## src/rtl/noc_pkg.sv

```systemverilog
// Shared constants, types and the round-robin pick function for the
// DisplayDecoderNoC packet arbiter.
package noc_pkg;

  localparam int PKT_W     = 24;
  localparam int NIBBLE_W  = 4;
  localparam int MAX_REQ   = 8;
  localparam int MAX_IDX_W = 3;

  typedef logic [PKT_W-1:0] packet_t;

  typedef struct packed {
    logic                 found;
    logic [MAX_IDX_W-1:0] idx;
  } pick_t;

  // Scan ptr, ptr+1, ... modulo num_req; the first valid requester wins.
  // ptr < num_req always holds, so a single conditional subtract wraps.
  function automatic pick_t rr_pick(input logic [MAX_REQ-1:0]   valid,
                                    input logic [MAX_IDX_W-1:0] ptr,
                                    input int                   num_req);
    pick_t res;
    int    j;
    res = '0;
    for (int k = 0; k < MAX_REQ; k++) begin
      j = int'(ptr) + k;
      if (j >= num_req) j = j - num_req;
      if (k < num_req && !res.found && valid[j[MAX_IDX_W-1:0]]) begin
        res.found = 1'b1;
        res.idx   = j[MAX_IDX_W-1:0];
      end
    end
    return res;
  endfunction

endpackage

```

## src/rtl/noc_rr_picker.sv

```systemverilog
// Combinational rotate/priority-encode of the request vector, starting at ptr.
module noc_rr_picker
  import noc_pkg::*;
#(
  parameter int NUM_REQ = 4,
  parameter int IDX_W   = $clog2(NUM_REQ)
) (
  input  logic [NUM_REQ-1:0] valid,
  input  logic [IDX_W-1:0]   ptr,
  output logic               found,
  output logic [IDX_W-1:0]   idx
);

  pick_t pick;

  always_comb begin
    pick  = rr_pick(MAX_REQ'(valid), MAX_IDX_W'(ptr), NUM_REQ);
    found = pick.found;
    idx   = IDX_W'(pick.idx);
  end

endmodule

```

## src/rtl/noc_packet_arbiter.sv

```systemverilog
// Round-robin arbiter feeding a one-entry output register; each held packet
// is tagged with the index of the requester that supplied it.
module noc_packet_arbiter
  import noc_pkg::*;
#(
  parameter int NUM_REQ = 4,
  parameter int IDX_W   = $clog2(NUM_REQ)
) (
  input  logic                     clock,
  input  logic                     clear_n,
  input  logic                     enable,
  input  logic [NUM_REQ-1:0]       in_valid,
  input  logic [NUM_REQ*PKT_W-1:0] in_packet,
  output logic [NUM_REQ-1:0]       in_ready,
  output logic                     out_valid,
  output logic [PKT_W-1:0]         out_packet,
  output logic [IDX_W-1:0]         out_src,
  input  logic                     out_ready
);

  logic [IDX_W-1:0] rr_ptr;
  logic [IDX_W-1:0] win_idx;
  logic [IDX_W-1:0] next_ptr;
  logic             win_found;
  logic             load_en;
  logic             xfer;
  packet_t          pkt_slice [NUM_REQ];

  for (genvar i = 0; i < NUM_REQ; i++) begin : g_slice
    assign pkt_slice[i] = in_packet[i*PKT_W +: PKT_W];
  end

  noc_rr_picker #(
    .NUM_REQ (NUM_REQ),
    .IDX_W   (IDX_W)
  ) u_picker (
    .valid (in_valid),
    .ptr   (rr_ptr),
    .found (win_found),
    .idx   (win_idx)
  );

  // clear_n gates grants combinationally so nothing is offered during reset.
  assign load_en  = clear_n && enable && (!out_valid || out_ready);
  assign xfer     = load_en && win_found;
  assign next_ptr = (win_idx == IDX_W'(NUM_REQ - 1)) ? '0 : win_idx + 1'b1;

  always_comb begin
    // NOTE: default every combinational output first so no latch is inferred.
    in_ready = '0;
    if (xfer) in_ready[win_idx] = 1'b1;
  end

  always_ff @(posedge clock or negedge clear_n) begin
    // NOTE: state uses non-blocking assignments so all registers update together.
    if (!clear_n) begin
      out_valid  <= 1'b0;
      out_packet <= '0;
      out_src    <= '0;
      rr_ptr     <= '0;
    end else if (xfer) begin
      out_valid  <= 1'b1;
      out_packet <= pkt_slice[win_idx];
      out_src    <= win_idx;
      rr_ptr     <= next_ptr;
    end else if (out_valid && out_ready) begin
      out_valid  <= 1'b0;
    end
  end

endmodule
```

## config.mk

```make
export PLATFORM = sky130hd
export DESIGN_NAME = noc_packet_arbiter
export DESIGN_NICKNAME = d
export VERILOG_FILES = /design/src/rtl/noc_pkg.sv /design/src/rtl/noc_rr_picker.sv /design/src/rtl/noc_packet_arbiter.sv
export SDC_FILE = /design/constraint.sdc
export NUM_CORES = 1
export LEC_CHECK = 0
export ABC_AREA = 0
export CAP_MARGIN = 5
export CORE_UTILIZATION = 26
export CTS_CLUSTER_DIAMETER = 200
export DETAILED_ROUTE_END_ITERATION = 10
export GPL_ROUTABILITY_DRIVEN = 0
export GPL_TIMING_DRIVEN = 1
export PLACE_DENSITY = 0.67
export REMOVE_ABC_BUFFERS = 1
export SETUP_SLACK_MARGIN = 0.4
export SLEW_MARGIN = 20
export SYNTH_ARGS = -nofsm -noshare
export SYNTH_HDL_FRONTEND = slang
export SYNTH_HIERARCHICAL = 1
export SYNTH_SLANG_ARGS = --single-unit
export TNS_END_PERCENT = 30
```

## constraint.sdc

```tcl
create_clock -name clock -period 5.7 [get_ports clock]
set_input_delay 0.57 -clock clock [delete_from_list [all_inputs] [get_ports clock]]
set_output_delay 0.57 -clock clock [all_outputs]
set_load 0.05 [all_outputs]
```

==> results_dict.tcl <==
set metrics [dict create \
    crit_buf_inv 3 \
    max-vdd-ir-drop_mv 0.166 \
    path_max_fanout 29 \
    drc_errors 0 \
    crit_path_cell_trace "clkdlybuf4s50_1 -> mux2i_1 -> nor2_1 -> a311oi_4 -> buf_4 -> ha_1 -> and2_1 -> clkdlybuf4s50_1" \
    drt_first_pass_iters 6 \
    yosys-top-cells-area "dfrtp_1, mux4_2, mux2_4, mux4_1, mux2_2" \
    grt_max_degree 31 \
    nNetsFinal 362 \
    synth_flop_cell "dfrtp_1" \
    syn-instance-count 118 \
    end_kind "output port" \
    antenna_found_initial 0 \
    first_global_vias 1648 \
    setup_viol_count_final 0 \
    num_rows 31 \
    area_delta_synth_final_pct 79.5 \
    synth.distinct_cells 23 \
    worst_slack_ns 1.86 \
    drt_iter0_markers 16 \
    cts_sinks 29 \
    start_util_pct 26.7 \
    relSlewSlack_pct 56.3 \
    yosysTopAreaCell "dfrtp_1" \
    post_synth.cell_area_avg_um2 16.3 \
    startpoint_type "input pin" \
    fin_crit_sh_pct 67.3 \
    cts_hold_buf 0 \
    pre_cts_ws_ns 1.84 \
    cts_buffer_depth 2 \
    worstSkewPairLatency_ns 0.27 \
    coreArea_mm2 0.00721 \
    worstPathArrival_ns 3.27 \
    ctsResizeCount 0 \
    synth_common_cells "dfrtp_1, mux4_2, mux2_4" \
    die_area_mm2 0.00776 \
    die_height_um 88.1 \
    final-max-slew-violation-count 0 \
    status "completed" \
    vias 1568 \
    synth.most_common_cell "dfrtp_1" \
    path_delay_family "buffers and inverters" \
    grt_setup_unrepaired "no" \
    period_needed_ns 3.84 \
    power.density_mw_per_mm2 450 \
    ys_warn_count 6 \
    cts_tree "yes" \
    htreeDepth 2 \
    synth_seq_cells 29 \
    vias_per_cell 4.44 \
    post-dp-hpwl_um 3880 \
    required_ns 5.13 \
    tns_ns 0 \
    hold_path_class "flip-flop to flip-flop" \
    grt_usage_pct 13.5 \
    ant_nets 0 \
    maxCapViolCount 0 \
    fp.dieW_um 88.1 \
    num_antenna_cells 0 \
    dpl_cell_area_mm2 0.00337 \
    hold_violations 0 \
    fin_util_pct 48.0 \
    yosys.area.top_type_share_pct 37.6 \
    wl_per_cell_um 13.9 \
    clock_skew_ns 0.00368 \
    p_leak_nw 1.37 \
    worst_pin_slew_ns 0.653 \
    crit_path_frequent_cell "clkdlybuf4s50_1" \
    design_area_mm2 0.00346 \
    max_stage_delay_ns 0.80 \
    syn_area_mm2 0.00193 \
    maxClockFrequency_ghz 0.261 \
    drive_above_1_share_pct 22.8 \
    io_buffers 134 \
    wl_um 4910 \
    postCtsSetupBuffers 0 \
    ys_seq_area_share_pct 37.6 \
    grt-ovfl-total 0 \
    crit_type "input pin to output port" \
    grt_pass1_wl_um 7800 \
    clkSlewWorstSetupHoldPaths_ns 0.06 \
    critPathSlowestCell "clkdlybuf4s50_1" \
    synth-async-reset-ratio_pct 100 \
    cts_root_buffer "clkbuf_8" \
    numCtsBuffers 5 \
    synth_edf_count 0 \
    io_pins 135 \
]
-- metrics by stage --
step	power (mW)	instances	hold slack [ns]
after detailed placement	1.40	346	0.495
after floorplan	1.06	109	0.274
after global routing	1.64	353	0.523
after CTS	1.58	353	0.513
final	1.56	353	0.510
after global placement	1.39	346	0.490
-- cells by family after synthesis --
logic type / synth area share (%)
muxes: 49.4
DFF: 37.6
buffers and inverters: 5.19
and+or+nand+nor: 2.66
AOI/OAI and AO/OA: 2.53
adders and majority gates: 2.60
-- layer usage --
| layer | global-route usage (%) | vias up | wire (µm) |
|---|---|---|---|
| met2 | 23.5 | 74 | 2480 |
| li1 | - | 737 | - |
| met5 | 0 | - | 0 |
| met4 | 3.52 | 0 | 26 |
| met3 | 6.22 | 2 | 432 |
| met1 | 14.9 | 755 | 1970 |
-- path summary, 6_finish.rpt --
kind / cells after the start / end / slack (ns) / startpoint
min in group asynchronous: 2 / out_packet[3]$_DFFE_PN0P_ / 0.70 / clear_n
worst min register to register: 1 / out_packet[16]$_DFFE_PN0P_ / 0.51 / out_packet[16]$_DFFE_PN0P_
worst min-delay path: 1 / out_packet[16]$_DFFE_PN0P_ / 0.51 / out_packet[16]$_DFFE_PN0P_
max in group asynchronous: 2 / out_packet[21]$_DFFE_PN0P_ / 4.71 / clear_n
worst max-delay path: 8 / in_ready[3] / 1.86 / in_valid[0]
worst max register to register: 6 / out_packet[20]$_DFFE_PN0P_ / 3.15 / rr_ptr[1]$_DFFE_PN0P_
-- power by group --
part	leakage (nW)	total (mW)	switching (mW)	internal (mW)
clock	0.0443	0.167	0.0718	0.0955
sequential	0.342	0.370	0.0620	0.308
combinational	0.985	1.02	0.543	0.477
total	1.37	1.56	0.677	0.881
-- layout make-up --
class	instances	area [µm²]
fill	669	3750
timing repair buffer	138	1370
multi-input combinational	74	1130
sequential	29	726
tap	99	124
clock buffer	7	86.3
inverter	6	22.5
-- sequential cells by signal, indices dropped and copies added, names as in the netlist --
signal	count
out_packet	24
out_src	2
rr_ptr	2
out_valid	1
-- placed cells by master (no fill, tap or decap) --
| cell type | synthesis | routed |
|---|---|---|
| clkbuf_8 | 0 | 6 |
| clkbuf_1 | 1 | 1 |
| nor2_1 | 2 | 2 |
| mux2_2 | 11 | 11 |
| inv_1 | 6 | 6 |
| ha_1 | 4 | 4 |
| mux4_1 | 6 | 6 |
| mux2i_1 | 1 | 1 |
| mux2_4 | 17 | 17 |
| o2bb2a_1 | 1 | 1 |
| a21oi_1 | 4 | 3 |
| nand2b_1 | 1 | 1 |
| o21ai_0 | 2 | 2 |
| a311oi_4 | 0 | 1 |
| dfrtp_1 | 29 | 29 |
| and2_1 | 4 | 4 |
| clkdlybuf4s50_1 | 0 | 134 |
| or4_1 | 1 | 1 |
| buf_4 | 1 | 4 |
| nand3_1 | 1 | 1 |
| a21oi_4 | 0 | 1 |
| mux4_2 | 18 | 18 |
Power figures use the tool's default switching activity.
==> variant, RTL diff (same flow settings) <==
Change the package constant `PKT_W` from 24 to 32.
--- a/src/rtl/noc_pkg.sv
+++ b/src/rtl/noc_pkg.sv
@@ -3,5 +3,5 @@
 package noc_pkg;
 
-  localparam int PKT_W     = 24;
+  localparam int PKT_W     = 32;
   localparam int NIBBLE_W  = 4;
   localparam int MAX_REQ   = 8;
Interface: changed (resized in_packet and out_packet); port bits go from 135 to 175. The function was not compared with the original's and may differ.
==> variant against the original RTL <==
  * Clock power rose by 7%
  * Total power rose by 27%
  * Wire length rose by 43%
  * Worst hold slack got worse by 0.16 ns
  * Count of clock-buffer cells in the layout fell by 1
  * Non-clock buffer count rose by 40
  * Cell area rose by 26%
  * Utilization rose by 1.2 points
  * Synthesized area rose by 26%
  * Sequential cell count rose by 8
  * Worst setup slack got worse by 0.061 ns
  * The flow now finishes with violations (DRC)
==> variant: results <==
[drt]
first_iter_violations = 45
routed_wirelength_mm = 7.04
routed-wl-met2_mm = 3.73
drt-met1-wl_mm = 2.47
drcViolationCount = 24

[critical_path]
critPathArrivalTime_ns = 3.33
rrSetupSlack_ns = 2.61
regToRegEndpoint = "out_packet[31]$_DFFE_PN0P_"

[power_and_ir_drop]
power_switching_uw = 886
clkPwrFrac = 0.090
ir_drop_uv = 241

[grt]
track_usage = 0.151
grt_max_degree = 38
antenna_found_initial = 3
grt_use_met3 = 0.0582
met1_usage = 0.160

[finish]
n_all_buffers = 178
final-nonclk-buf-share = 0.406
n_fill_cell = 796
largestRegisters = "out_packet: 32 flops, out_src: 2 flops, rr_ptr: 2 flops"
nMultiInputCombCells = 90
sh_seq_area = 0.213
layout.cells.non_filler = 428
n_clock_buffer = 6
clk_share = 0.0190

[cts]
clk_latency_ns = 0.29

[status]
violations = "DRC"
status = "finished with violations"

[synthesis]
syn_avg_cell_area_um2 = 16.7
yosysSeqAreaShare = 0.383
synth.area.top_cells = "dfrtp_1 38%, mux4_2 25%, mux2_4 14%"
synth_mux_area_frac = 0.511
synth-adder-area-share = 0.0207
synth_compound_area_frac = 0.0202

[place]
preCtsSetupSlack_ns = 1.77
dp.cells = 419

[worst_hold_path]
hp-class = "in2async"
[variant: cell count changes after synthesis, sizes merged]
cell,change
buf,+3
dfrtp,+8
mux2,+8
mux4,+8
[variant: cell families (layout without fill, tap and decap cells)]
logic type / count (synthesis) / after routing
simple gates: 9 / 9
buf+inv: 18 / 192
fa+ha+maj: 4 / 4
compound gates: 8 / 8
flops: 37 / 37
other cells: 0 / 1
mux: 69 / 69
[variant: per-stage QoR]
stage          cell area, µm²  utilization  TNS [ns]  hold WS [ns]
6_report                 4350        0.492         0         0.355
5_1_grt                  4350        0.492         0         0.401
4_1_cts                  4350        0.492         0         0.392
3_5_place_dp             4270        0.482         0         0.491
3_3_place_gp             4270        0.482         0         0.489
2_1_floorplan            2340            -    -27.51         0.274
[variant: critical path, stage by stage]
cell and delay [ns]:
clkdlybuf4s50_1 0.52, mux2i_1 0.19, nor2_1 0.08, a311oi_4 0.74
inv_1 0.16, ha_1 0.24, and2_1 0.13, clkdlybuf4s50_1 0.69
